### config.mk
export PLATFORM = sky130hd
export DESIGN_NAME = uart_cmd_rx
export DESIGN_NICKNAME = d
export VERILOG_FILES = /design/src/rtl/uart_cmd_pkg.sv /design/src/rtl/uart_rx_byte.sv /design/src/rtl/uart_cmd_rx.sv
export SDC_FILE = /design/constraint.sdc
export NUM_CORES = 1
export LEC_CHECK = 0
export CAP_MARGIN = 20
export CORE_MARGIN = 1.5
export CORE_UTILIZATION = 60
export CTS_CLUSTER_DIAMETER = 150
export DETAILED_ROUTE_END_ITERATION = 8
export PLACE_DENSITY = 0.79
export SYNTH_ARGS = -nofsm -noshare
export SYNTH_HDL_FRONTEND = slang
export SYNTH_SLANG_ARGS = --single-unit
### constraint.sdc
create_clock -name clk -period 6.2 [get_ports clk]
set_input_delay 1.24 -clock clk [delete_from_list [all_inputs] [get_ports clk]]
set_output_delay 1.24 -clock clk [all_outputs]
set_load 0.005 [all_outputs]
### src/rtl/uart_cmd_pkg.sv
// -----------------------------------------------------------------------------
// uart_cmd_pkg
// Shared constants and types for the UART camera-command receiver:
//   - SYNC byte and opcode values of the 5-byte command packet
//   - byte-level receiver FSM states and packet-level FSM states
//   - checksum helper (XOR of OPCODE, ADDR and DATA)
// -----------------------------------------------------------------------------
package uart_cmd_pkg;

    localparam logic [7:0] SYNC_BYTE = 8'hA5;
    localparam logic [7:0] OPC_WRITE = 8'h01;
    localparam logic [7:0] OPC_PIC   = 8'h02;
    localparam logic [7:0] OPC_HDR   = 8'h03;

    typedef enum logic [1:0] {
        BYTE_IDLE  = 2'd0,
        BYTE_START = 2'd1,
        BYTE_DATA  = 2'd2,
        BYTE_STOP  = 2'd3
    } byte_state_e;

    typedef enum logic [2:0] {
        PKT_WAIT_SYNC = 3'd0,
        PKT_OPC       = 3'd1,
        PKT_ADDR      = 3'd2,
        PKT_DATA      = 3'd3,
        PKT_CHK       = 3'd4
    } pkt_state_e;

    // Packet checksum: plain XOR of the three payload bytes.
    function automatic logic [7:0] pkt_checksum(input logic [7:0] opc,
                                                input logic [7:0] addr,
                                                input logic [7:0] data);
        return opc ^ addr ^ data;
    endfunction

endpackage

### src/rtl/uart_rx_byte.sv
// -----------------------------------------------------------------------------
// uart_rx_byte
// 8N1 UART byte receiver with 16x oversampling.
//   clk        : system clock
//   rst_n      : asynchronous active-low reset
//   rx         : raw asynchronous serial line (idle high, LSB first)
//   rx_byte    : last received byte, valid while byte_valid is high
//   byte_valid : one-cycle pulse, stop bit sampled high
//   frame_err  : one-cycle pulse, stop bit sampled low (byte discarded)
// Parameter DIV: clk cycles per oversample tick (clamped to at least 1).
// -----------------------------------------------------------------------------
module uart_rx_byte
    import uart_cmd_pkg::*;
#(
    parameter int unsigned DIV = 1
) (
    input  logic       clk,
    input  logic       rst_n,
    input  logic       rx,
    output logic [7:0] rx_byte,
    output logic       byte_valid,
    output logic       frame_err
);

    localparam int unsigned DIV_C    = (DIV < 1) ? 1 : DIV;
    localparam logic [31:0] DIV_LAST = 32'(DIV_C - 1);

    logic        rx_meta_q, rx_sync_q;
    byte_state_e state_q, state_d;
    logic [31:0] div_cnt_q, div_cnt_d;
    logic [3:0]  tick_cnt_q, tick_cnt_d;
    logic [2:0]  bit_cnt_q, bit_cnt_d;
    logic [7:0]  shift_q, shift_d;
    logic [7:0]  data_q, data_d;
    logic        valid_q, valid_d;
    logic        ferr_q, ferr_d;
    logic        brk_q, brk_d;
    logic        tick_s;

    assign tick_s     = (div_cnt_q == DIV_LAST);
    assign rx_byte    = data_q;
    assign byte_valid = valid_q;
    assign frame_err  = ferr_q;

    // Two-flop synchronizer; resets to the idle (high) line level.
    always_ff @(posedge clk or negedge rst_n) begin
        if (!rst_n) begin
            rx_meta_q <= 1'b1;
            rx_sync_q <= 1'b1;
        end else begin
            rx_meta_q <= rx;
            rx_sync_q <= rx_meta_q;
        end
    end

    // Next-state logic for the tick divider and the byte FSM.
    always_comb begin
        state_d    = state_q;
        tick_cnt_d = tick_cnt_q;
        bit_cnt_d  = bit_cnt_q;
        shift_d    = shift_q;
        data_d     = data_q;
        brk_d      = brk_q;
        valid_d    = 1'b0;
        ferr_d     = 1'b0;
        if (tick_s) begin
            div_cnt_d = 32'd0;
        end else begin
            div_cnt_d = div_cnt_q + 32'd1;
        end

        case (state_q)
            BYTE_IDLE: begin
                if (!rx_sync_q) begin
                    // Re-phase the divider to the start edge.
                    state_d    = BYTE_START;
                    div_cnt_d  = 32'd0;
                    tick_cnt_d = 4'd0;
                end else begin
                    state_d = BYTE_IDLE;
                end
            end
            BYTE_START: begin
                if (tick_s && (tick_cnt_q == 4'd7)) begin
                    tick_cnt_d = 4'd0;
                    bit_cnt_d  = 3'd0;
                    // Line back high at mid start bit: glitch, drop silently.
                    if (!rx_sync_q) begin
                        state_d = BYTE_DATA;
                    end else begin
                        state_d = BYTE_IDLE;
                    end
                end else if (tick_s) begin
                    tick_cnt_d = tick_cnt_q + 4'd1;
                end else begin
                    tick_cnt_d = tick_cnt_q;
                end
            end
            BYTE_DATA: begin
                if (tick_s && (tick_cnt_q == 4'd15)) begin
                    tick_cnt_d = 4'd0;
                    shift_d    = {rx_sync_q, shift_q[7:1]};
                    if (bit_cnt_q == 3'd7) begin
                        state_d = BYTE_STOP;
                    end else begin
                        bit_cnt_d = bit_cnt_q + 3'd1;
                    end
                end else if (tick_s) begin
                    tick_cnt_d = tick_cnt_q + 4'd1;
                end else begin
                    tick_cnt_d = tick_cnt_q;
                end
            end
            BYTE_STOP: begin
                if (brk_q) begin
                    // After a framing error, wait for the line to go idle.
                    if (rx_sync_q) begin
                        brk_d   = 1'b0;
                        state_d = BYTE_IDLE;
                    end else begin
                        state_d = BYTE_STOP;
                    end
                end else if (tick_s && (tick_cnt_q == 4'd15)) begin
                    tick_cnt_d = 4'd0;
                    if (rx_sync_q) begin
                        valid_d = 1'b1;
                        data_d  = shift_q;
                        state_d = BYTE_IDLE;
                    end else begin
                        ferr_d = 1'b1;
                        brk_d  = 1'b1;
                    end
                end else if (tick_s) begin
                    tick_cnt_d = tick_cnt_q + 4'd1;
                end else begin
                    tick_cnt_d = tick_cnt_q;
                end
            end
            default: begin
                state_d = BYTE_IDLE;
            end
        endcase
    end

    // Byte FSM and divider registers.
    always_ff @(posedge clk or negedge rst_n) begin
        if (!rst_n) begin
            state_q    <= BYTE_IDLE;
            div_cnt_q  <= 32'd0;
            tick_cnt_q <= 4'd0;
            bit_cnt_q  <= 3'd0;
            shift_q    <= 8'h00;
            data_q     <= 8'h00;
            valid_q    <= 1'b0;
            ferr_q     <= 1'b0;
            brk_q      <= 1'b0;
        end else begin
            state_q    <= state_d;
            div_cnt_q  <= div_cnt_d;
            tick_cnt_q <= tick_cnt_d;
            bit_cnt_q  <= bit_cnt_d;
            shift_q    <= shift_d;
            data_q     <= data_d;
            valid_q    <= valid_d;
            ferr_q     <= ferr_d;
            brk_q      <= brk_d;
        end
    end

endmodule

### src/rtl/uart_cmd_rx.sv
// -----------------------------------------------------------------------------
// uart_cmd_rx
// UART command receiver for camera control. Decodes 5-byte packets
// A5 / OPCODE / ADDR / DATA / CHK and produces SCCB write, capture and
// HDR-mode controls.
//   clk        : system clock          rst_n     : async active-low reset
//   RX         : UART line (8N1)       conf_addr : register address of last write
//   conf_data  : register data of last write
//   sccb_start : 1-cycle pulse, start SCCB write
//   take_pic   : 1-cycle pulse, capture request
//   hdr_en     : HDR mode level
//   cmd_err    : 1-cycle pulse on framing/checksum/opcode/timeout error
//   busy_led   : high while a packet is in progress
// Build option: define UART_CMD_RX_CHECKSUM_EN to verify the CHK byte;
// otherwise CHK is received but not checked.
// -----------------------------------------------------------------------------
module uart_cmd_rx
    import uart_cmd_pkg::*;
#(
    parameter int unsigned CLK_HZ      = 25000000,
    parameter int unsigned BAUD        = 115200,
    parameter int unsigned TIMEOUT_CYC = 2500000
) (
    input  logic       clk,
    input  logic       rst_n,
    input  logic       RX,
    output logic [7:0] conf_addr,
    output logic [7:0] conf_data,
    output logic       sccb_start,
    output logic       take_pic,
    output logic       hdr_en,
    output logic       cmd_err,
    output logic       busy_led
);

    localparam int unsigned DIV_RAW = CLK_HZ / (16 * BAUD);
    localparam int unsigned DIV     = (DIV_RAW < 1) ? 1 : DIV_RAW;
    localparam int unsigned TO_C    = (TIMEOUT_CYC < 1) ? 1 : TIMEOUT_CYC;
    localparam logic [31:0] TO_LAST = 32'(TO_C - 1);

    logic [7:0] rx_byte_s;
    logic       byte_valid_s;
    logic       frame_err_s;
    logic       chk_ok_s;

    pkt_state_e pkt_q, pkt_d;
    logic [7:0] opc_q, opc_d;
    logic [7:0] addr_q, addr_d;
    logic [7:0] dat_q, dat_d;
    logic [31:0] timer_q, timer_d;
    logic [7:0] conf_addr_q, conf_addr_d;
    logic [7:0] conf_data_q, conf_data_d;
    logic       hdr_q, hdr_d;
    logic       sccb_q, sccb_d;
    logic       pic_q, pic_d;
    logic       err_q, err_d;
    logic       busy_q, busy_d;

    uart_rx_byte #(
        .DIV (DIV)
    ) u_rx_byte (
        .clk        (clk),
        .rst_n      (rst_n),
        .rx         (RX),
        .rx_byte    (rx_byte_s),
        .byte_valid (byte_valid_s),
        .frame_err  (frame_err_s)
    );

`ifdef UART_CMD_RX_CHECKSUM_EN
    assign chk_ok_s = (pkt_checksum(opc_q, addr_q, dat_q) == rx_byte_s);
`else
    assign chk_ok_s = 1'b1;
`endif

    assign conf_addr  = conf_addr_q;
    assign conf_data  = conf_data_q;
    assign hdr_en     = hdr_q;
    assign sccb_start = sccb_q;
    assign take_pic   = pic_q;
    assign cmd_err    = err_q;
    assign busy_led   = busy_q;

    // Packet FSM next-state, inter-byte timeout and action decode.
    always_comb begin
        pkt_d       = pkt_q;
        opc_d       = opc_q;
        addr_d      = addr_q;
        dat_d       = dat_q;
        conf_addr_d = conf_addr_q;
        conf_data_d = conf_data_q;
        hdr_d       = hdr_q;
        sccb_d      = 1'b0;
        pic_d       = 1'b0;
        err_d       = 1'b0;

        if ((pkt_q == PKT_WAIT_SYNC) || byte_valid_s) begin
            timer_d = 32'd0;
        end else begin
            timer_d = timer_q + 32'd1;
        end

        if (frame_err_s) begin
            err_d = 1'b1;
            pkt_d = PKT_WAIT_SYNC;
        end else if ((pkt_q != PKT_WAIT_SYNC) && (timer_q == TO_LAST)) begin
            err_d = 1'b1;
            pkt_d = PKT_WAIT_SYNC;
        end else if (byte_valid_s) begin
            case (pkt_q)
                PKT_WAIT_SYNC: begin
                    if (rx_byte_s == SYNC_BYTE) begin
                        pkt_d = PKT_OPC;
                    end else begin
                        pkt_d = PKT_WAIT_SYNC;
                    end
                end
                PKT_OPC: begin
                    opc_d = rx_byte_s;
                    pkt_d = PKT_ADDR;
                end
                PKT_ADDR: begin
                    addr_d = rx_byte_s;
                    pkt_d  = PKT_DATA;
                end
                PKT_DATA: begin
                    dat_d = rx_byte_s;
                    pkt_d = PKT_CHK;
                end
                PKT_CHK: begin
                    pkt_d = PKT_WAIT_SYNC;
                    if (!chk_ok_s) begin
                        err_d = 1'b1;
                    end else begin
                        case (opc_q)
                            OPC_WRITE: begin
                                conf_addr_d = addr_q;
                                conf_data_d = dat_q;
                                sccb_d      = 1'b1;
                            end
                            OPC_PIC: begin
                                pic_d = 1'b1;
                            end
                            OPC_HDR: begin
                                hdr_d = dat_q[0];
                            end
                            default: begin
                                err_d = 1'b1;
                            end
                        endcase
                    end
                end
                default: begin
                    pkt_d = PKT_WAIT_SYNC;
                end
            endcase
        end else begin
            pkt_d = pkt_q;
        end

        busy_d = (pkt_d != PKT_WAIT_SYNC);
    end

    // Packet FSM state and registered outputs.
    always_ff @(posedge clk or negedge rst_n) begin
        if (!rst_n) begin
            pkt_q       <= PKT_WAIT_SYNC;
            opc_q       <= 8'h00;
            addr_q      <= 8'h00;
            dat_q       <= 8'h00;
            timer_q     <= 32'd0;
            conf_addr_q <= 8'h00;
            conf_data_q <= 8'h00;
            hdr_q       <= 1'b0;
            sccb_q      <= 1'b0;
            pic_q       <= 1'b0;
            err_q       <= 1'b0;
            busy_q      <= 1'b0;
        end else begin
            pkt_q       <= pkt_d;
            opc_q       <= opc_d;
            addr_q      <= addr_d;
            dat_q       <= dat_d;
            timer_q     <= timer_d;
            conf_addr_q <= conf_addr_d;
            conf_data_q <= conf_data_d;
            hdr_q       <= hdr_d;
            sccb_q      <= sccb_d;
            pic_q       <= pic_d;
            err_q       <= err_d;
            busy_q      <= busy_d;
        end
    end

endmodule

* After elaboration in Yosys (flattened, before gate mapping)
Index checks and enable logic that the tools add are counted.
** Operators by class
- Add/subtract/negate cells :: 4
- $mul :: 0
- Divide/modulo/power cells :: 0
- $lt $le $gt $ge :: 0
- Equality and inequality tests :: 24
- Shifts and indexed selects :: 0
- Mux-type cells :: 53
- Bitwise logic cells :: 3
- Reduce and logical (&&, ||, !) cells :: 20
** Operators with widths (count)
- $mux 32 :: 4
- $add 32x1->32 const B :: 2
- $eq 32x22->1 const B :: 1
- $eq 32x4->1 const B :: 1
- $mux 1 :: 26
- $mux 4 :: 5
- $reduce_and 4->1 :: 5
- $mux 3 :: 6
- $eq 8x2->1 const B :: 2
- $mux 2 :: 8
- $pmux 4 s4 :: 1
- $reduce_and 5->1 :: 3
- $pmux 3 s4 :: 1
- $eq 8x1->1 const B :: 1
- $eq 8x8->1 const B :: 1
- $pmux 2 s4 :: 1
- $eq 3x2->1 const B :: 2
- $eq 3x3->1 const B :: 2
- $ne 2x1->1 const B :: 3
- $ne 2x2->1 const B :: 3
- $ne 3x1->1 const B :: 2
- $pmux 3 s2 :: 1
- $reduce_bool 3->1 :: 2
- $add 4x1->4 const B :: 1
- 14 further kinds :: 20
** Storage, ports and cells
- Flip-flop bits (word level) :: 142
- Bits in latches :: 0
- Bits in writable memories :: 0
- Bits in read-only memories :: 0
- Logic and storage cells :: 127
- Memories kept :: 0

* Depth between registers and ports, before layout
- Depth after elaboration :: 7
- Mapped depth :: 8

* By module
From an unflattened synthesis, not the netlist that was laid out.
** Unflattened totals
- Cells, all modules :: 612
- Area total of the unflattened synthesis :: 6865.3 um^2
** By module, submodules not included
- uart_cmd_rx :: times used 1, cells an instance 298, area each 3599.7 um^2, sequential area each 2001.9 um^2
- uart_rx_byte :: times used 1, cells an instance 314, area each 3265.6 um^2, sequential area each 1554.0 um^2

* Worst setup path before layout
Ideal clock, no wire load.
- Path kind :: register -> register
- From :: register opc_q[3]
- To :: register conf_addr_q[0] (netlist: conf_addr[0])
- Arrival time :: 2.042 ns
- Data required time :: 6.075 ns
- Path slack :: 4.034 ns
- Cell stages (with the launch flop) :: 7
- Path buffers :: 1
- Period minus slack after synthesis :: 2.166 ns
- Path through :: dfrtp_1 > or4_1 > nor4_2 > nand3_1 > a31oi_4 > buf_6 > mux2_2
** On the way
- Word-level cells in the longest chain between the ends :: 2
** Ends and longest elaborated chain
- start: declaration :: line uart_cmd_rx.sv:47 : logic [7:0] opc_q, opc_d;
- start signal: assignment :: line uart_cmd_rx.sv:181 : opc_q <= opc_d;
- $eq 8x1->1 :: line uart_cmd_rx.sv:135 : case (opc_q)
- $reduce_and 5->1 (no line)
- end signal: assignment :: line uart_cmd_rx.sv:185 : conf_addr_q <= conf_addr_d;
- end: declaration :: line uart_cmd_rx.sv:51 : logic [7:0] conf_addr_q, conf_addr_d;
No other way between the ends.
A chain may end at the register's enable or synchronous reset.

* Worst setup path in the final report
- From :: register u_rx_byte.div_cnt_q[0]
- To :: register u_rx_byte.data_q[2] (netlist: u_rx_byte.rx_byte[2])
** On the way
- Word-level cells in the longest chain between the ends :: 3
** Ends and longest elaborated chain
- start: declaration :: line uart_rx_byte.sv:30 : logic [31:0] div_cnt_q, div_cnt_d;
- start signal: assignment :: line uart_rx_byte.sv:159 : div_cnt_q <= div_cnt_d;
- $eq 32x4->1 :: line uart_rx_byte.sv:40 : assign tick_s = (div_cnt_q == DIV_LAST);
- $logic_and 1x1->1 :: line uart_rx_byte.sv:123 : end else if (tick_s && (tick_cnt_q == 4'd15)) begin
- $reduce_and 4->1 (no line)
- end signal: assignment :: line uart_rx_byte.sv:163 : data_q <= data_d;
- end: declaration :: line uart_rx_byte.sv:34 : logic [7:0] data_q, data_d;
No other way between the ends.

==> run summary <==
Post-synth EDFFs -> 0
Initial Util -> 62.4%
First-pass GRT wire length -> 21900 um
Post-layout util -> 72.4%
# rows -> 37
Post-CTS Setup Inserts -> 0
# DRC -> 0
Tmin final -> 2.80 ns
Post-Synth XOR/XNOR Area -> 7.31%
Area grow syn2layout -> 16.1%
Simple-Gate Fraction of Synth Area -> 19.5%
CP Max Fanout -> 9
Outcome -> completed
Unrepaired setup endpoints after global routing -> false
Compound-Gate Fraction of Synth Area -> 4.24%
Syn Inst Count -> 575
Highest-count cells in the layout ignoring fill and taps -> dfrtp_1, nor2_1, mux2_2, nand3_1, xnor2_1
Critical path required time -> 6.61 ns
CTS root buffer -> clkbuf_8
Setup Crit Path Kind -> reg -> reg
Final worst path period share -> 45.1%
Slowest stage delay, CP -> 0.47 ns
Worst R2R Path Depth -> 7
H-tree levels -> 4
Drt pass-1 iters -> 4
Fin nets -> 611
Vias in the first global route -> 4578
Layout cells sized above 1 -> 16.7%
Flops & latches, synth -> 142
Diodes inserted -> 0
Max Slew Vio Count -> 0
DR iter-0 viols -> 243
Post-synthesis mux area share -> 10.3%
Hold slack -> 0.357 ns
Tot GR Track Use -> 24.7%
Via count -> 4507
Slowest cell on crit path -> and3_1
Synth cell types -> 50
Hold crit path type -> reg -> reg
Reg2Reg Capture Point -> u_rx_byte.rx_byte[2]
Final setup violation count -> 0
Dpl hpwl -> 8060 um
Top cell type's share of synthesized area -> 54.2%
Worst hold endpoint -> u_rx_byte.rx_sync_q
Yosys warns -> 0
Die extent in x -> 107 um
Post-DR wirelength/cell -> 17.0 um
Setup_tns -> 0 ns
CTS tree -> done
Largest registers -> timer_q (32), u_rx_byte.div_cnt_q (32)
Largest net degree at the start of global routing -> 93
Die height -> 107 um
Net Count, Synth -> 584
Seq/Total Area, Yosys -> 55.0%
Actual slew at the worst max-slew pin -> 0.806 ns
Worst rel slew slack -> 45.8%
Synth Cell Area -> 6470 sq um
Max IR drop VDD -> 0.296 mV
Final-layout fill cell count -> 703
Post-CTS sizing -> 0
Post-Route WL -> 12800 um
Gp weighted congestion -> 0.855
Hold Path Depth -> 0
Hold Startpoint -> u_rx_byte.rx_meta_q
P_leak -> 3.30 nW
Num CTS Buffers -> 17
Commonest non-fill, non-tap cell in the layout -> dfrtp_1
CTS clk-pin slew, worst paths -> 0.06 ns
Die area -> 11400 sq um
Hold Violations, Final -> 0
Average cell area after synthesis -> 11.2 sq um
Synth Flop Type -> dfrtp_1
MaxCap Viol Count -> 0
# port buffers -> 23
Largest area contributor in the netlist -> dfrtp_1
Area of the core -> 10400 sq um
Worst Setup Slack, final -> 3.40 ns
Reg2reg start -> u_rx_byte.div_cnt_q[0]
Top Ports -> 24
Synth area leaders -> dfrtp_1, mux2_2, nor2_1
DR vias/cell -> 6.00
Largest family of logic cells by synthesized area -> simple AND/OR/NAND/NOR gates
Clock sink count -> 142
Grt total ovfl -> 0
Flop-to-flop setup slack -> 3.40 ns
Power per cell area -> 273 nW/um^2
Antenna viol nets, final -> 0
CP Launch Type -> flop
Crit. End Element -> flop
Critical-path cell list -> inv_1, ha_1, nor4b_1, nand4_1, nor3_2, and3_1, mux2_2
Clock Latency Late Sink -> 0.53 ns
WP data arrival -> 3.21 ns
Initial antenna violation count -> 0
Clk_skew -> 0.0122 ns
Total Power -> 2.05 mW
Area share of fa/ha/maj cells after synthesis -> 1.16%
Hold_buf cts -> 0
Fmax -> 0.357 GHz
Maximum root-to-sink buffer count -> 2
Pre-CTS WS -> 3.46 ns
FFs w/ async S/R, synth -> 100%
==> metrics by stage <==
stage	std cells	instance area, sq um
floorplan	575	6470
global route	751	7510
global placement	715	6810
finish	751	7510
detailed placement	715	6810
CTS	747	7450
==> how the worst max path moves through the flow <==
stage,start,to,slack (ns),depth (start not counted)
2_1_floorplan,opc_q[3],conf_addr[0],4.03,6
3_3_place_gp,u_rx_byte.div_cnt_q[0],u_rx_byte.rx_byte[4],3.56,7
4_1_cts,u_rx_byte.div_cnt_q[0],u_rx_byte.rx_byte[2],3.43,7
3_5_place_dp,timer_q[0],addr_q[3],3.46,6
5_1_grt,timer_q[0],addr_q[6],3.21,6
6_report,u_rx_byte.div_cnt_q[0],u_rx_byte.rx_byte[2],3.40,7
==> per-layer routing <==
layer / GRT usage, % / vias to the layer above / routed length [um]
li1: - / 2112 / -
met1: 31.1 / 2269 / 5530
met2: 41.5 / 102 / 6550
met3: 5.23 / 24 / 431
met4: 10.4 / 0 / 275
met5: 0 / - / 0
==> cells by family (layout without fill, tap and decap cells) <==
logic type | count (synthesis) | count (layout)
AO/OA/AOI/OAI | 42 | 42
XOR/XNOR | 54 | 54
adder cells (fa/ha/maj) | 6 | 6
buffers and inverters | 38 | 78
flip-flops | 142 | 142
multiplexers | 59 | 59
AND/OR/NAND/NOR | 234 | 234
==> where the power goes <==
group | internal, mW | switching, mW
Sequential | 0.928 | 0.000916
Combinational | 0.00168 | 0.0170
Clock | 0.709 | 0.389
Total | 1.64 | 0.407
==> worst max-delay path, delay by kind of cell, from the launching register on <==
kind	cells	cell delay, ns
and+or+nand+nor	4	1.62
DFF	1	0.43
muxes	1	0.40
adders and majority gates	1	0.14
buffers and inverters	1	0.08
==> synth_stat cells (all sizes together), types with 2 or more instances <==
library cell  count
and4b             2
or3               9
dfrtp           140
a31oi             4
o21ai            12
nand2b            4
o22ai             2
nor3             14
nor4             24
or4               2
o21a              2
buf               7
mux2             58
and3              7
nand3            29
a21oi            13
and4             10
nor2             71
inv              18
nor4bb            5
nand2            23
xnor2            28
ha                6
a22o              2
nor4b             3
clkbuf           13
and2              4
nand4            23
xor2             26
dfstp             2
==> area by class of cell <==
cell class / instances / area, sq um / share of cell area, %
clock inverters: 12 / 209 / 2.78
multi-input cells: 395 / 2770 / 37.0
well taps: 136 / 170 / 2.27
repair buffers: 28 / 294 / 3.92
flip-flops and latches: 142 / 3560 / 47.4
inverters: 18 / 67.6 / 0.900
clock buffers: 20 / 435 / 5.80
(Power assumes the default switching activity.)
